<file path="src/rtl/puf_challenge_sequencer.sv">
// rtl/puf_challenge_sequencer.sv - PUF array challenge sequencer streaming {err,challenge,response} records
// Optional build macro: PUF_MAJORITY_EN (three evaluations per challenge, bitwise majority vote).
module puf_challenge_sequencer #(
    parameter int CHAL_W         = 8,
    parameter int RESP_W         = 8,
    parameter int EN_W           = 32,
    parameter int SETTLE_CYCLES  = 16,
    parameter int TIMEOUT_CYCLES = 4096
) (
    input  logic                     clock,
    input  logic                     computer_reset,
    input  logic                     start,
    input  logic [CHAL_W-1:0]        chal_first,
    input  logic [CHAL_W:0]          chal_count,
    input  logic [EN_W-1:0]          enable_mask,
    output logic [EN_W-1:0]          puf_enable,
    output logic [CHAL_W-1:0]        puf_challenge,
    input  logic [RESP_W-1:0]        puf_out,
    input  logic                     puf_all_done,
    output logic                     resp_valid,
    input  logic                     resp_ready,
    output logic [RESP_W+CHAL_W:0]   resp_data,
    output logic                     busy,
    output logic                     run_done
);

    localparam int TW = $clog2(TIMEOUT_CYCLES + 1);
    localparam int SW = $clog2(SETTLE_CYCLES + 1);

    localparam logic [2:0] S_IDLE    = 3'd0;
    localparam logic [2:0] S_SETUP   = 3'd1;
    localparam logic [2:0] S_RUN     = 3'd2;
    localparam logic [2:0] S_CAPTURE = 3'd3;
    localparam logic [2:0] S_EMIT    = 3'd4;

    logic [2:0]        state;
    logic              done_meta;
    logic              done_s;
    logic [EN_W-1:0]   mask_q;
    logic [CHAL_W:0]   remaining;
    logic [SW-1:0]     settle_cnt;
    logic [TW-1:0]     tmo_cnt;
    logic              eval_err;
    logic [RESP_W-1:0] eval_resp;
    logic              settle_ok;
    logic              tmo_hit;

`ifdef PUF_MAJORITY_EN
    logic [1:0]        eval_idx;
    logic [RESP_W-1:0] vote0;
    logic [RESP_W-1:0] vote1;
    logic              err_acc;
`endif

    assign settle_ok  = (settle_cnt == SW'(SETTLE_CYCLES - 1));
    assign tmo_hit    = (tmo_cnt == TW'(TIMEOUT_CYCLES - 1));
    assign puf_enable = (state == S_RUN) ? mask_q : '0;
    assign busy       = (state != S_IDLE);

    always_ff @(posedge clock or negedge computer_reset) begin
        if (!computer_reset) begin
            state         <= S_IDLE;
            done_meta     <= 1'b0;
            done_s        <= 1'b0;
            mask_q        <= '0;
            remaining     <= '0;
            settle_cnt    <= '0;
            tmo_cnt       <= '0;
            eval_err      <= 1'b0;
            eval_resp     <= '0;
            puf_challenge <= '0;
            resp_valid    <= 1'b0;
            resp_data     <= '0;
            run_done      <= 1'b0;
`ifdef PUF_MAJORITY_EN
            eval_idx      <= '0;
            vote0         <= '0;
            vote1         <= '0;
            err_acc       <= 1'b0;
`endif
        end else begin
            done_meta <= puf_all_done;
            done_s    <= done_meta;
            run_done  <= 1'b0;
            case (state)
                S_IDLE: begin
                    if (start && chal_count != '0) begin
                        mask_q        <= enable_mask;
                        remaining     <= chal_count;
                        puf_challenge <= chal_first;
                        settle_cnt    <= '0;
                        tmo_cnt       <= '0;
`ifdef PUF_MAJORITY_EN
                        eval_idx      <= '0;
                        err_acc       <= 1'b0;
`endif
                        state         <= S_SETUP;
                    end
                end
                S_SETUP: begin
                    tmo_cnt <= tmo_cnt + TW'(1);
                    if (!settle_ok)
                        settle_cnt <= settle_cnt + SW'(1);
                    if (tmo_hit) begin
                        eval_err  <= 1'b1;
                        eval_resp <= '0;
                        state     <= S_CAPTURE;
                    end else if (settle_ok && !done_s) begin
                        // A done still high from the previous evaluation holds us here.
                        state <= S_RUN;
                    end
                end
                S_RUN: begin
                    tmo_cnt <= tmo_cnt + TW'(1);
                    if (done_s) begin
                        eval_err  <= 1'b0;
                        eval_resp <= puf_out;
                        state     <= S_CAPTURE;
                    end else if (tmo_hit) begin
                        eval_err  <= 1'b1;
                        eval_resp <= '0;
                        state     <= S_CAPTURE;
                    end
                end
                S_CAPTURE: begin
`ifdef PUF_MAJORITY_EN
                    if (eval_idx != 2'd2) begin
                        if (eval_idx == 2'd0)
                            vote0 <= eval_resp;
                        else
                            vote1 <= eval_resp;
                        err_acc    <= err_acc | eval_err;
                        eval_idx   <= eval_idx + 2'd1;
                        settle_cnt <= '0;
                        tmo_cnt    <= '0;
                        state      <= S_SETUP;
                    end else begin
                        resp_data  <= {err_acc | eval_err, puf_challenge,
                                       (vote0 & vote1) | (vote0 & eval_resp) | (vote1 & eval_resp)};
                        resp_valid <= 1'b1;
                        eval_idx   <= '0;
                        err_acc    <= 1'b0;
                        state      <= S_EMIT;
                    end
`else
                    resp_data  <= {eval_err, puf_challenge, eval_resp};
                    resp_valid <= 1'b1;
                    state      <= S_EMIT;
`endif
                end
                S_EMIT: begin
                    if (resp_ready) begin
                        resp_valid <= 1'b0;
                        remaining  <= remaining - (CHAL_W+1)'(1);
                        if (remaining == (CHAL_W+1)'(1)) begin
                            run_done <= 1'b1;
                            state    <= S_IDLE;
                        end else begin
                            puf_challenge <= puf_challenge + CHAL_W'(1);
                            settle_cnt    <= '0;
                            tmo_cnt       <= '0;
                            state         <= S_SETUP;
                        end
                    end
                end
                default: state <= S_IDLE;
            endcase
        end
    end

endmodule

</file>
<file path="config.mk">
export PLATFORM = sky130hd
export DESIGN_NAME = puf_challenge_sequencer
export DESIGN_NICKNAME = d
export VERILOG_FILES = /design/src/rtl/puf_challenge_sequencer.sv
export SDC_FILE = /design/constraint.sdc
export NUM_CORES = 1
export LEC_CHECK = 0
export ABC_AREA = 1
export CAP_MARGIN = 10
export CORE_MARGIN = 8
export CORE_UTILIZATION = 50
export CTS_CLUSTER_SIZE = 12
export DETAILED_ROUTE_END_ITERATION = 16
export PLACE_DENSITY = 0.91
export SETUP_SLACK_MARGIN = 0.1
export SYNTH_ARGS = -nofsm -noshare
export SYNTH_HDL_FRONTEND = slang
export SYNTH_SLANG_ARGS = --single-unit
export TNS_END_PERCENT = 10
</file>
<file path="constraint.sdc">
create_clock -name clock -period 1.9 [get_ports clock]
set_clock_uncertainty 0.05 [all_clocks]
set_input_delay 0.19 -clock clock [delete_from_list [all_inputs] [get_ports clock]]
set_output_delay 0.19 -clock clock [all_outputs]
set_load 0.02 [all_outputs]
</file>
==> reports/results.txt <==
vias after detailed routing: 4,839
net switching power: 4.77 mW
switching share of power: 0.452
syn_area_per_cell: 7.77 um^2
Inserted Diodes: 0
Die Height: 116 um
unrepaired setup endpoints after global routing: true
final setup fails: 0
power share of the combinational group: 0.512
Post-synth EDFFs: 0
fmax: 537 MHz
design area: 0.00671 mm^2
Final Power: 10.6 mW
min Tclk post-route: 1860 ps
largest net degree at the start of global routing: 65
Multi-input gate area: 0.00223 mm^2
Post-synth top cells: nand2_1 (169), nor2_1 (103), dfrtp_1 (100), inv_1 (68)
dpl cells: 885
layout cells sized above 1: 0.165
# rows: 36
Slew headroom: 0.662
Core ar.: 0.00973 mm^2
ys async rst share: 1.00
Hold Path Class: in2reg
GR Overflow Total: 0
post-synthesis register bit count: 100
power per cell area: 1580 mW/mm^2
Ports: 122
Slew Limit Fails: 0
clock buffer depth: 2
Max VDD drop: 0.897 mV
Vias per Instance: 5.32
Worst-Margin Slew: 507 ps
status: finished clean
Finished Layout Cells: 909
final hold slack: 230 ps
Reg area: 0.00250 mm^2
CTS Buf Count: 9
clock root buffer: clkbuf_8
sequential-to-total area share from yosys stat: 0.504
WL final: 14.2 mm
H-tree depth: 3
Total Routing Usage GR: 0.196
ANT nets after route: 0
Synth Flop Type: dfrtp_1
Tcrit/Tclk final: 0.980
top cell type's share of synthesized area: 0.504
CTS tree: done
post-DP HPWL: 9.64 mm
worst path cell trace: inv_2 > nor2_4 > buf_12 > nand2_8 > nor2_1 > buf_4
maxcap violations: 0
Synth area leader: dfrtp_1
largest stage delay on the critical path: 390 ps
cell internal pwr: 5.80 mW
DRC viols: 0
startpoint types: flip-flop
Clk pwr share: 0.135
kind of cell adding the most delay to the critical path: simple AND/OR/NAND/NOR gates
vias in the first global route: 4,686
Yosys cell types: 35
DR iter-0 viols: 496
later-pin clock latency in the skew report: 370 ps
IO Port Bufs: 121
gpl congestion: 0.871
leakage power: 3.39 nW
crit path DAT: 1620 ps
Final Hold Viols: 0
global-route wire length before repair: 21.2 mm
synth warn: 0
Clock Sinks: 100
sequential share of power: 0.353
CP Class: reg2out
CP max FO: 16
Critical Path End Type: output port
Setup WS pre-CTS: -16.4 ps
DRT Pass-1 Iters: 5
Syn-to-layout area delta: 35.1%
clk slew on worst S/H paths: 100 ps
Critical-path top delay cell: dfrtp_1
Req. time, crit path: 1660 ps
Netlist Area Pre-Place: 0.00496 mm^2
WL/cell: 15.7 um
dpl cell area: 0.00637 mm^2
full die area: 0.0134 mm^2
worst path bufs/invs: 3
Die Width: 116 um
Post-Syn Nets: 707
Fillers: 730
post-route worst setup slack: 38.5 ps
initial core utilization: 0.510
most numerous cell in the Yosys netlist: nand2_1
Final nets: 839
top post-synthesis cells by area: dfrtp_1 (50%), nand2_1 (13%), nor2_1 (7.8%)
initial antenna violation count: 0
Syn Inst Count: 639
==> kinds of logic (layout without fill, tap and decap cells) <==
logic type	count (synthesis)	count (layout)	synth area share
multiplexers	7	7	0.0159
adder cells (fa/ha/maj)	6	6	0.0151
buffers and inverters	97	231	0.0791
XOR/XNOR	2	2	0.00353
AO/OA/AOI/OAI	77	77	0.0804
AND/OR/NAND/NOR	350	353	0.302
flip-flops	100	100	0.504
==> path summary, 6_finish.rpt <==
kind | startpoint | end | slack [ps] | cells after the start
setup / recovery | state[1]$_DFFE_PN0P_ | puf_enable[28] | 40 | 6
hold / removal | puf_all_done | done_meta$_DFF_PN0_ | 230 | 1
setup reg to reg | state[1]$_DFFE_PN0P_ | tmo_cnt[1]$_DFFE_PN0P_ | 60 | 11
hold reg to reg | done_meta$_DFF_PN0_ | done_s$_DFF_PN0_ | 320 | 0
max in group asynchronous | computer_reset | tmo_cnt[2]$_DFFE_PN0P_ | 860 | 3
min in group asynchronous | computer_reset | mask_q[7]$_DFFE_PN0P_ | 270 | 2
==> layout by cell type (no fill, tap or decap), drive strengths merged <==
master,n
nand3b,1
clkinvlp,1
buf,43
xnor2,1
nand3,39
inv,80
o21ai,36
a21o,1
dlygate4sd3,1
nor3b,1
clkdlybuf4s50,85
and2,1
mux2,7
clkinv,2
a31o,1
nor2,111
dlymetal6s2s,2
nand4,11
dfrtp,100
o21bai,3
ha,6
clkbuf,16
a21oi,36
xor2,1
nand2,173
or2,8
bufinv,1
nor3,8
==> layout make-up <==
type / instances / area share
tap: 133 / 0.0248
inverter: 77 / 0.0438
multi-input combinational: 445 / 0.333
clock buffer: 9 / 0.0185
sequential: 100 / 0.373
clock inverter: 7 / 0.0125
timing repair buffer: 138 / 0.195
==> through the flow <==
stage,utilization,setup TNS [ps]
2_1_floorplan,-,0
3_3_place_gp,0.655,0
3_5_place_dp,0.655,-16.4
4_1_cts,0.679,0
5_1_grt,0.690,-125
6_report,0.690,0
==> sequential cells by signal (all words and copies together) (netlist names) <==
name           count
done_meta          1
done_s             1
eval_err           1
eval_resp          8
mask_q            32
puf_challenge      8
remaining          9
resp_data         17
resp_valid         1
run_done           1
settle_cnt         5
state              3
tmo_cnt           13
==> worst reg2reg max path, stage by stage, from the launching register on <==
cell,delay (ps)
dfrtp_1,390
inv_2,60
nor2_4,210
buf_12,160
nand2_4,110
buf_6,170
nand2_2,70
inv_2,70
nand2_4,110
nand3_4,160
nand2_1,120
nand2_1,50
==> timing repair <==
action                                  in CTS  in global routing
gates cloned                                 0                  3
endpoints found under the setup margin      60                 76
hold buffers                                 1                  0
pin swaps                                    1                  7
hold endpoints to repair                    37                  0
buffers inserted                             0                  4
gates resized for setup                     72                116
==> per-layer routing <==
metal / up-vias / GRT usage / wire length, um
li1: 2271 / - / -
met1: 2307 / 0.222 / 5660
met2: 221 / 0.347 / 7070
met3: 40 / 0.0537 / 1110
met4: 0 / 0.0691 / 391
met5: - / 0 / 0
==> power groups by stage <==
stage / logic [mW] / clock network (mW) / registers (mW)
3_5_place_dp: 5.01 / 0 / 3.71
2_1_floorplan: 2.91 / 0 / 3.87
4_1_cts: 4.95 / 1.45 / 3.69
5_1_grt: 5.92 / 1.53 / 3.83
3_3_place_gp: 4.76 / 0 / 3.67
6_report: 5.41 / 1.43 / 3.73
Power figures use the tool's default switching activity.
